File: src/rtl/csd2bin_serial_pkg.sv
// Shared CSD digit codes and FSM encodings for the digit-serial CSD converters.
package csd2bin_serial_pkg;

  localparam logic [1:0] CSD_0   = 2'b00;
  localparam logic [1:0] CSD_P1  = 2'b01;
  localparam logic [1:0] CSD_M1  = 2'b10;
  localparam logic [1:0] CSD_ILL = 2'b11;

  typedef enum logic [1:0] {
    ST_IDLE  = 2'd0,
    ST_ACCUM = 2'd1,
    ST_DONE  = 2'd2
  } state_e;

endpackage

File: src/rtl/csd2bin_serial_digit_decode.sv
// csd_digit_decode: maps a 2-bit CSD code to a signed digit value plus an illegal flag.
module csd_digit_decode
  import csd2bin_serial_pkg::*;
(
  input  logic [1:0]        code_i,
  output logic signed [1:0] val_o,
  output logic              ill_o
);

  always_comb begin
    val_o = 2'sb00;
    ill_o = 1'b0;
    case (code_i)
      CSD_0:   val_o = 2'sb00;
      CSD_P1:  val_o = 2'sb01;
      CSD_M1:  val_o = 2'sb11;
      CSD_ILL: ill_o = 1'b1;  // illegal code contributes 0 to the value
      default: ill_o = 1'b1;
    endcase
  end

endmodule

File: src/rtl/csd2bin_serial.sv
// Digit-serial CSD (MSB first) to two's-complement converter with valid/ready on both sides.
// Optional non-adjacency checking is enabled by defining CSD2BIN_NAF_CHECK_EN.
module csd2bin_serial
  import csd2bin_serial_pkg::*;
#(
  parameter int W        = 5,
  parameter int CNT_SIZE = 3
) (
  input  logic         clk,
  input  logic         rst,
  input  logic         in_valid,
  output logic         in_ready,
  input  logic [1:0]   in_digit,
  output logic         out_valid,
  input  logic         out_ready,
  output logic [W:0]   out_y,
  output logic         out_err
);

  localparam logic [CNT_SIZE-1:0] LAST_CNT = CNT_SIZE'(W - 1);

  state_e                state_q;
  logic signed [W:0]     acc_q;
  logic [CNT_SIZE-1:0]   cnt_q;
  logic                  err_q;
  logic                  out_valid_q;
  logic                  in_ready_q;

  logic signed [1:0]     dig_val;
  logic                  dig_ill;
  logic signed [W:0]     dig_ext;
  logic signed [W:0]     acc_d;
  logic                  err_d;
  logic                  naf_viol;
  logic                  accept;

  csd_digit_decode u_decode (
    .code_i (in_digit),
    .val_o  (dig_val),
    .ill_o  (dig_ill)
  );

  assign accept  = in_valid && in_ready_q;
  assign dig_ext = {{(W-1){dig_val[1]}}, dig_val};
  assign acc_d   = (acc_q <<< 1) + dig_ext;
  assign err_d   = err_q | dig_ill | naf_viol;

`ifdef CSD2BIN_NAF_CHECK_EN
  logic nz_prev_q;
  logic dig_nz;

  assign dig_nz   = (dig_val != 2'sb00);
  assign naf_viol = nz_prev_q && dig_nz;

  // Remembers whether the last accepted digit of this word was nonzero.
  always_ff @(posedge clk) begin
    if (rst || state_q == ST_DONE) begin
      nz_prev_q <= 1'b0;
    end else if (accept) begin
      nz_prev_q <= dig_nz;
    end
  end
`else
  assign naf_viol = 1'b0;
`endif

  always_ff @(posedge clk) begin
    if (rst) begin
      state_q     <= ST_IDLE;
      acc_q       <= '0;
      cnt_q       <= '0;
      err_q       <= 1'b0;
      out_valid_q <= 1'b0;
      in_ready_q  <= 1'b1;
    end else begin
      case (state_q)
        ST_IDLE: begin
          if (accept) begin
            acc_q   <= dig_ext;
            err_q   <= dig_ill;
            cnt_q   <= CNT_SIZE'(1);
            state_q <= ST_ACCUM;
          end
        end
        ST_ACCUM: begin
          if (accept) begin
            acc_q <= acc_d;
            err_q <= err_d;
            cnt_q <= cnt_q + CNT_SIZE'(1);
            if (cnt_q == LAST_CNT) begin
              state_q     <= ST_DONE;
              out_valid_q <= 1'b1;
              in_ready_q  <= 1'b0;
            end
          end
        end
        ST_DONE: begin
          // Input stays blocked during the handshake cycle, so words are W+1 cycles apart at best.
          if (out_ready) begin
            acc_q       <= '0;
            err_q       <= 1'b0;
            cnt_q       <= '0;
            state_q     <= ST_IDLE;
            out_valid_q <= 1'b0;
            in_ready_q  <= 1'b1;
          end
        end
        default: begin
          state_q     <= ST_IDLE;
          out_valid_q <= 1'b0;
          in_ready_q  <= 1'b1;
        end
      endcase
    end
  end

  assign in_ready  = in_ready_q;
  assign out_valid = out_valid_q;
  assign out_y     = acc_q;
  assign out_err   = err_q;

endmodule

File: config.mk
export PLATFORM = sky130hd
export DESIGN_NAME = csd2bin_serial
export DESIGN_NICKNAME = d
export VERILOG_FILES = /design/src/rtl/csd2bin_serial_pkg.sv /design/src/rtl/csd2bin_serial_digit_decode.sv /design/src/rtl/csd2bin_serial.sv
export SDC_FILE = /design/constraint.sdc
export NUM_CORES = 1
export LEC_CHECK = 0
export ABC_CLOCK_PERIOD_IN_PS = 4100
export CORE_AREA = 5 5 49 51
export DETAILED_ROUTE_END_ITERATION = 12
export DIE_AREA = 0 0 54 56
export PLACE_DENSITY = 0.78
export SLEW_MARGIN = 0
export SYNTH_ARGS = -nofsm -noshare
export SYNTH_HDL_FRONTEND = slang
export SYNTH_HIERARCHICAL = 1
export SYNTH_SLANG_ARGS = --single-unit
File: constraint.sdc
create_clock -name clk -period 4.1 [get_ports clk]
set_input_delay 0.82 -clock clk [delete_from_list [all_inputs] [get_ports clk]]
set_output_delay 0.82 -clock clk [all_outputs]
set_load 0.02 [all_outputs]
---- Word level (Yosys, flattened, before mapping) ----
Cells that the tools add are included.
storage, ports and cells
  register bits after elaboration ......... 14
  bits in latches ......................... 0
  bits in writable memories ............... 0
  ROM bits ................................ 0
  input port bits ......................... 6
  output and inout port bits .............. 9
  logic and storage cells ................. 52
  memories ................................ 0
cells by class
  $add $sub $neg .......................... 2
  $mul .................................... 0
  divide/modulo/power cells ............... 0
  magnitude comparators ................... 0
  eq/ne operators ......................... 10
  shifts and indexed selects .............. 0
  muxes and demuxes ....................... 26
  bitwise logic cells ..................... 2
  reductions and logical operators ........ 6
operator list
  cell                 number
  $mux 6               3
  $pmux 6 s3           1
  $reduce_and 4->1     3
  $mux 1               9
  $mux 3               3
  $pmux 1 s3           3
  $pmux 3 s3           1
  $mux 2               4
  $ne 2x2->1 const B   4
  $add 6x2->6          1
  $eq 2x2->1 const B   3
  $pmux 2 s3           1
  $eq 2x1->1 const B   2
  $pmux 2 s2           1
  $add 3x1->3 const B  1
  $eq 3x3->1 const B   1
  $reduce_bool 3->1    1
  $logic_not 2->1      1
  $logic_and 1x1->1    1
  $not 1->1            1
  $or 1x1->1           1

---- Depth between registers and ports, before layout ----
Gate-level depths: netlist of the first run.
  word-level depth ........................ 5
  gate-level depth with buffers ........... 8
  depth with buffers taken out ............ 8

---- Modules after synthesis ----
The synthesis of the first run kept the hierarchy.
modules (own cells, without submodules)
  module            times used  cells an instance  area an instance (um^2)  seq. area each (um^2)
  csd2bin_serial    1           99                 872.1                    280.3
  csd_digit_decode  1           4                  32.5                     0.0

---- Worst setup path after synthesis of the first run ----
No wires, ideal clock.
  kind .................................... in2reg
  start point ............................. input port in_digit[0]
  end point ............................... register acc_q[5] (netlist: out_y[5])
  setup time .............................. 0.086 ns
  data arrival time ....................... 2.272 ns
  data required time ...................... 4.014 ns
  setup slack ............................. 1.742 ns
  stages on the path ...................... 8
  path buffers ............................ 0
  cells stage by stage .................... inv_1 > ha_1 > ha_1 > fa_1 > nand3_1 > nand3_1 > a21o_1 > a211oi_1
between the ends
  word-level cells in the longest chain between the ends .. 5
  elaborated cells between the ends (all ways) .. 7
  classes of those cells .................. add/sub (1); eq/ne (2); mux (4)
ends and longest elaborated chain
  element                                   line                               text
  from (decl)                               csd2bin_serial.sv:13               input logic [1:0] in_digit,
  $eq 2x2->1 or $eq 2x1->1 (tied branches)  csd2bin_serial_digit_decode.sv:13  case (code_i)
  $pmux 2 s2 (*)                            csd2bin_serial_digit_decode.sv:13
  via dig_val[1]                            csd2bin_serial.sv:29               logic signed [1:0] dig_val;
  $add 6x2->6                               csd2bin_serial.sv:45               assign acc_d = (acc_q <<< 1) + dig_ext;
  $mux 6                                    csd2bin_serial.sv:86               if (accept) begin
  $pmux 6 s3 (*)                            csd2bin_serial.sv:76               case (state_q)
  to (signal assigned)                      csd2bin_serial.sv:79               acc_q <= dig_ext;
  to (decl)                                 csd2bin_serial.sv:23               logic signed [W:0] acc_q;
Mark *: on every way through the listed nets, which the timed path passes. The rest lies on a longest branch. The select of a mux whose other input is x is not followed.
A chain may end at the register's enable or synchronous reset.

---- Final worst setup path of the first run ----
Ends and elaborated chain as after synthesis.

==> results of run 1 <==
flip-flops by register name, indices dropped and copies added (netlist names):
signal / count
state_q: 2
out_valid: 1
out_err: 1
in_ready: 1
cnt_q: 3
out_y: 6
power by group:
part / internal [mW] / switching, mW
sequential: 0.183 / 0.0380
combinational: 0.195 / 0.246
clock: 0.0340 / 0.0425
total: 0.413 / 0.327
cell usage after synthesis:
library cell	count	area [µm²]
sky130_fd_sc_hd__a21boi_1	1	7.51
sky130_fd_sc_hd__inv_1	8	30.0
sky130_fd_sc_hd__a2111oi_4	1	27.5
sky130_fd_sc_hd__nor2b_1	5	31.3
sky130_fd_sc_hd__clkbuf_1	2	7.51
sky130_fd_sc_hd__xor2_1	2	17.5
sky130_fd_sc_hd__nand4_1	1	6.26
sky130_fd_sc_hd__o21ai_1	1	5.00
sky130_fd_sc_hd__o2bb2ai_1	1	8.76
sky130_fd_sc_hd__nand3_1	5	25.0
sky130_fd_sc_hd__a211oi_1	6	45.0
sky130_fd_sc_hd__o21ai_0	4	20.0
sky130_fd_sc_hd__buf_6	2	22.5
sky130_fd_sc_hd__dfxtp_1	14	280
sky130_fd_sc_hd__nand4b_1	1	8.76
sky130_fd_sc_hd__nor3_1	3	15.0
sky130_fd_sc_hd__a21oi_1	12	60.1
sky130_fd_sc_hd__fa_1	1	20.0
sky130_fd_sc_hd__nand2b_1	3	18.8
sky130_fd_sc_hd__nand2_1	3	11.3
sky130_fd_sc_hd__and2_1	1	6.26
sky130_fd_sc_hd__a21o_1	2	15.0
sky130_fd_sc_hd__nor2_1	8	30.0
sky130_fd_sc_hd__o21a_1	1	7.51
sky130_fd_sc_hd__a221oi_1	1	8.76
sky130_fd_sc_hd__a211oi_2	1	12.5
sky130_fd_sc_hd__ha_1	12	150
sky130_fd_sc_hd__and3_1	1	6.26
final timing paths:
kind | startpoint | endpoint | slack, ns
setup / recovery | in_digit[0] | out_y[5] | 1.35
hold / removal | out_valid | out_valid | 0.47
setup reg to reg | state_q[1] | cnt_q[0] | 1.74
hold reg to reg | out_valid | out_valid | 0.47
per-layer routing:
| metal | track usage (%) | up-vias | routed length (µm) |
|---|---|---|---|
| met2 | 21.5 | 11 | 822 |
| met5 | 0 | - | 0 |
| li1 | - | 397 | - |
| met4 | 7.47 | 0 | 38 |
| met1 | 14.9 | 355 | 800 |
| met3 | 2.68 | 4 | 65 |
worst register-to-register path, delay by kind of cell (launching register included):
| family | cells | cell delay, ns |
|---|---|---|
| flip-flops | 1 | 0.38 |
| buffers and inverters | 1 | 0.07 |
| AO/OA/AOI/OAI | 4 | 1.51 |
| adder cells (fa/ha/maj) | 1 | 0.28 |
logic make-up after synthesis:
family | synth area share, %
compound gates | 24.1
simple gates | 17.6
flops | 31.0
fa+ha+maj | 18.8
buf+inv | 6.64
xor+xnor | 1.94
area by class of cell:
type | instances | area [µm²] | share of cell area, %
repair buffers | 14 | 140 | 13.1
clock buffers | 3 | 22.5 | 2.10
well taps | 27 | 33.8 | 3.15
flip-flops and latches | 14 | 280 | 26.2
inverters | 8 | 30.0 | 2.80
multi-input cells | 77 | 564 | 52.7
==> results.md, run 1 <==
- The worst-case reg-to-reg path depth is 6.
- For this run, the detailed router's first-pass iteration total came to 2.
- Summed over all cells, the static leakage comes to 0.436 nW.
- The via count of the first global-routing pass is 762.
- The count of maximum capacitance violations is 0.
- The DRC violation count after routing is 0.
- The total placed instance area is 1050 µm².
- The number of fill cells is 177.
- The number of cell rows is 16.
- Summing over every cut layer, the via total after detailed routing is 767.
- The largest single stage delay on the critical path is 0.48 ns.
- The pin count of the biggest net entering global routing is 20.
- In this run the vertical extent of the chip is 56 µm.
- VDD sags by at most 0.000376 V.
- The count of buffers added by post-CTS timing repair for setup is 0.
- The cell type of the slowest stage on the worst timing path is sky130_fd_sc_hd__clkdlybuf4s50_1.
- The floorplan step defined a die boundary enclosing 3020 µm².
- The maximum root-to-sink buffer count is 2.
- The later-pin clock latency in the skew report is 0.28 ns.
- During synthesis, Yosys emitted a total of 6 warnings.
- The required time at the worst-slack endpoint is 4.28 ns.
- The worst setup path is captured at a register.
- The signal on the critical path passes through clkdlybuf4s50_1, inv_1, ha_1, ha_1, fa_1, nand3_1, nand3_1, a21o_1, a211oi_1.
- The iteration-0 DRC count of the detailed router is 6.
- In the final timing run, aggregate negative setup slack is 0 ns.
- The class of the most critical hold timing path is reg -> reg.
- The worst clock skew is 0.00769 ns.
- The cell depth of the worst hold path is 1.
- The netlist area before placement is 905 µm².
- The worst setup path is of the in -> reg kind.
- The clock tree root buffer cell is sky130_fd_sc_hd__clkbuf_4.
- The number of H-tree levels is 1.
- After synthesis the netlist holds a flip-flop and latch count of 14.
- The horizontal extent of the die is 54 µm.
- The fraction of the core area covered by cells at the end of the flow is 56.3%.
- The routed wire length per instance is 12.1 µm.
- The number of antenna violations at the first check in global routing is 0.
- The minimum period implied by the final worst setup slack is 2.75 ns.
- The routed design has 1730 µm of wire.
- Measured against its own limit, the worst slew margin works out to 39.1%.
- The number of antenna diodes in the final layout is 0.
- The number of standard cells in the layout, taps in and fillers out is 143.
- Port buffering added 14 buffers.
- Setup repair after global routing left no endpoint under its margin.
- The count of final max-slew check failures is 0.
- The worst hold margin is 0.472 ns.
- The post-detailed-route via-to-cell ratio is 5.36.
- The power per standard cell area is 691 nW/µm².
- The remaining antenna violation count is 0.
- Along the worst path, the maximum fanout reaches 7.
- The post-synthesis instance total is 103.
- For this design, the CTS-stage hold fixing added 0 buffers.
- The kind of cell with the highest combined delay on the critical path is adder cells.
- The post-synthesis net count is 122.
- The critical path crosses 9 cells after its start point.
- The overall routing resource usage is 13.0%.
- Leaving out fill and tap cells, the most frequent cells in the layout are sky130_fd_sc_hd__dfxtp_1, sky130_fd_sc_hd__clkdlybuf4s50_1, sky130_fd_sc_hd__a21oi_1, sky130_fd_sc_hd__ha_1.
- Setup violations remaining at the end of the flow were counted as 0.
- Buffers inserted during clock tree synthesis total 3.
- The number of placed cells counting well taps is 140.
- The post-layout net count is 137.
- The number of hold-slack violations in the final timing report is 0.
- The first-pass GRT wire length is 2990 µm.
- The worst setup path is launched from a primary input.
- The critical path data arrival time is 2.92 ns.
- The final design area excluding fillers is 1070 µm².
- The timing-limited maximum frequency is 364 MHz.
- The worst setup slack before clock tree synthesis is 1.05 ns.
- The post-DP HPWL is 1350 µm.
- The total area inside the core boundary comes to 1900 µm².
- For this design, the sink count on the clock tree is 14.
- The number of library cell types mapped by synthesis is 28.
- The run finished with clean final reports.
- At the pin with the least slew margin, the transition time is 0.914 ns.
- The area added between synthesis and finish is 18.4%.
- Overall power consumption after layout is estimated at 0.740 mW.
- The part of the cycle the worst path needs is 67.0%.
- Once the floorplan was initialized, standard cells occupied 47.6% of the core.
- Cells with a size suffix above 1 make up 4.31% of the layout.
- The I/O pin count is 15.
- The number of resized instances in the post-cts repair step is 0.
- TritonCTS built the clock tree.
- The total buffers and inverters traversed by the critical path is 2.
- At the end of routability-driven placement, the weighted congestion stood at 0.851.
- Clock-pin slew was measured on the worst setup and hold paths at 0.08 ns.
- The fraction of the yosys area taken by sequential cells is 31.0%.
- The aggregate global routing overflow is 0.
- In the post-route analysis, the smallest setup slack over all paths is 1.35 ns.
- The post-synthesis average cell area is 8.78 µm².
Note: power is estimated with default switching activity, not from simulation.
==> run 2, diff against run 1 <==
--- a/config.mk
+++ b/config.mk
@@ -5,7 +5,7 @@
 export SDC_FILE = /design/constraint.sdc
 export NUM_CORES = 1
 export LEC_CHECK = 0
-export ABC_CLOCK_PERIOD_IN_PS = 4100
+export ABC_CLOCK_PERIOD_IN_PS = 2700
 export CORE_AREA = 5 5 49 51
 export DETAILED_ROUTE_END_ITERATION = 12
 export DIE_AREA = 0 0 54 56
==> constraint.sdc (replaced) <==
create_clock -name clk -period 2.7 [get_ports clk]
set_input_delay 0.54 -clock clk [delete_from_list [all_inputs] [get_ports clk]]
set_output_delay 0.54 -clock clk [all_outputs]
set_load 0.02 [all_outputs]
==> run 2 against run 1 <==
  * Clock-buffer cell count rose by 1
  * Via count rose by 3.8%
  * Register-to-register slack worse by 1.1 ns
  * Sequential cell count unchanged
  * First-iteration DRC count grew 67%
  * Wire length up 2.5%
  * Critical path depth is the same
  * Worst hold slack better by 0.0025 ns
  * Critical path type unchanged
  * Largest cell class unchanged
  * Largest power group unchanged
  * Highest routed layer unchanged
==> results.md, run 2 (synthesis results as in run 1) <==
- The TritonCTS buffer count is 3.
- On the critical path, the stage with the largest delay is an instance of sky130_fd_sc_hd__clkdlybuf4s50_1.
- The clock transition time at the flip-flop clock pins of the worst setup and hold paths is 0.09 ns.
- The minimum period implied by the final worst setup slack is 2.28 ns.
- TritonCTS built the clock tree.
- 15 I/O pins were placed.
- The number of setup buffers added after CTS is 0.
- In the layout the commonest cells are sky130_fd_sc_hd__dfxtp_1, sky130_fd_sc_hd__clkdlybuf4s50_1, sky130_fd_sc_hd__a21oi_1, sky130_fd_sc_hd__ha_1.
- The register with the most flip-flops in the layout has 6 of them.
- Setup violations remaining at the end of the flow were counted as 0.
- The critical path data arrival time is 2.48 ns.
- Setup repair after global routing left no endpoint under its margin.
- IR analysis of the VDD net gives a maximum drop of 0.000603 V.
- The timing-limited maximum frequency is 438 MHz.
- The setup TNS is 0 ns.
- In this run the worst hold path is classified as reg -> reg.
- The core box area is 1900 µm².
- The number of antenna violations at the first check in global routing is 0.
- Wires add up to 1770 µm.
- The startpoint of the lowest-slack register-to-register path is state_q[1].
- Across the routed clock network, the largest skew measured is 0.00269 ns.
- Routability-driven placement finished with a final weighted congestion of 0.824.
- For hold timing, the worst endpoint is out_valid.
- The post-detailed-route via-to-cell ratio is 5.41.
- The iteration-0 DRC count of the detailed router is 10.
- Summed over all cells, the static leakage comes to 0.458 nW.
- The routed layout has 796 vias.
- The net load switching power is 0.515 mW.
- Entering global routing, the biggest net connects 15 pins.
- The count of hold buffers inserted by post-cts repair is 0.
- The clock network power share is 13.0%.
- The count of maximum capacitance violations is 0.
- Along the worst hold path, the cell count comes to 1.
- The hold path startpoint is out_valid.
- The floorplan step defined a die boundary enclosing 3020 µm².
- The first-pass GRT wire length is 3290 µm.
- The number of H-tree levels is 1.
- Counting cells, the worst reg-to-reg path comes to 7.
- Of the available clock period, the critical path in the final layout requires 84.6%.
- The number of sinks driven by the clock tree is 14.
- The critical path start-end classification is in -> reg.
- The slack of the worst reg-to-reg path is 0.60 ns.
- The later-pin clock latency in the skew report is 0.28 ns.
- The number of hold-slack violations in the final timing report is 0.
- The startpoint class of the critical path is a primary input.
- Once detailed placement completed, the half-perimeter wirelength came to 1410 µm.
- The signal on the critical path passes through clkdlybuf4s50_1, inv_1, ha_1, ha_1, fa_1, nand3_1, nand3_1, a21o_1, a211oi_1.
- The slew at the pin with the worst max-slew slack is 0.533 ns.
- Dividing the detail-routed wire length by the instance count gives 12.0 µm.
- Global routing consumed, over all layers together, 14.2% of the routing resources.
- Net switching is 42.9% of the power.
- Summed over all layers, the global routing overflow is 0.
- Sequential cells burn 28.1% of the power.
- The area added between synthesis and finish is 22.4%.
- The via count of the first global-routing pass is 775.
- The run finished with clean final reports.
- Of all nets on the critical path, the largest fanout is 2.
- The power per standard cell area is 1080 nW/µm².
- The sum of internal, switching and leakage power is 1.20 mW.
- Cells with a size suffix above 1 make up 7.50% of the layout.
- In this design, the stage delay of the slowest critical-path cell is 0.50 ns.
- The first TritonRoute pass finished after 4 iterations.
- The count of buffers added on input and output ports is 14.
- The floorplan step set the die width to 54 µm.
- For the worst setup path, the data required time is 2.90 ns.
- The maximum root-to-sink buffer count is 2.
- The initial utilization of the core area, before any placement, comes to 47.6%.
- The root buffer cell chosen for the clock tree is sky130_fd_sc_hd__clkbuf_4.
- STA classifies the critical path endpoint as a register.
- In this run, post-CTS repair resized a total of 0 instances.
- The floorplan step set the die height to 56 µm.
- The number of cell rows is 16.
- The post-layout net count is 140.
- The internal power summed over all cells is 0.686 mW.
- Combinational cells account for 58.9% of the total power.
- Once detail routing completed, the nets flagged for antenna violations numbered 0.
- The worst register-to-register path ends at out_err.
- The DRC violation count after routing is 0.
- The count of final max-slew check failures is 0.
- The number of antenna diodes in the final layout is 0.
- The number of fill cells is 175.
- The remaining max-slew budget at the tightest pin is 64.3%.
## run 2: changes by cell type in the layout (fill, tap and decap cells not counted), sizes merged
cell | before | now
clkbuf | 3 | 4
buf | 0 | 3
## run 2: worst max-delay path, delay by kind of cell
family	cells	cell delay (ns)
AO/OA/AOI/OAI	2	0.39
adder cells (fa/ha/maj)	3	0.81
buffers and inverters	2	0.55
AND/OR/NAND/NOR	2	0.19
## run 2: power groups by stage
stage               clock, mW  combinational [mW]  sequential [mW]
floorplan                   0               0.467            0.391
global placement            0               0.696            0.339
detailed placement          0               0.710            0.345
CTS                     0.161               0.714            0.339
global route            0.169               0.790            0.350
finish                  0.156               0.708            0.337
## run 2: area by class of cell
type                       instances  area (µm²)  area share [%]
clock buffer                       4        36.3            3.28
tap                               27        33.8            3.05
timing repair buffer              17         163            14.7
sequential                        14         280            25.3
inverter                           8        30.0            2.71
multi-input combinational         77         564            51.0
## run 2: metal layers
| layer | GRT usage [%] | wire (µm) |
|---|---|---|
| met5 | 0 | 0 |
| met4 | 6.76 | 13 |
| met3 | 2.41 | 57 |
| met2 | 22.1 | 910 |
| met1 | 18.5 | 788 |
## run 2: per-stage QoR
| stage | util [%] | setup slack [ns] | hold slack (ns) | cell area [µm²] | std cells |
|---|---|---|---|---|---|
| finish | 58.2 | 0.416 | 0.475 | 1110 | 147 |
| global route | 58.2 | 0.327 | 0.512 | 1110 | 147 |
| CTS | 58.2 | 0.411 | 0.480 | 1110 | 147 |
| detailed placement | 56.3 | 0.121 | 0.457 | 1070 | 143 |
| global placement | 56.3 | 0.180 | 0.450 | 1070 | 143 |
| floorplan | - | 0.622 | 0.463 | 905 | 103 |
## run 2: worst max-delay path by stage
stage	from	to	depth (start not counted)	slack, ns
global route	in_digit[0]	out_y[3]	8	0.33
detailed placement	in_digit[0]	out_y[5]	9	0.12
global placement	in_digit[0]	out_y[5]	9	0.18
floorplan	in_digit[0]	out_y[5]	8	0.62
CTS	in_digit[0]	out_y[5]	9	0.41
finish	in_digit[0]	out_y[5]	9	0.42
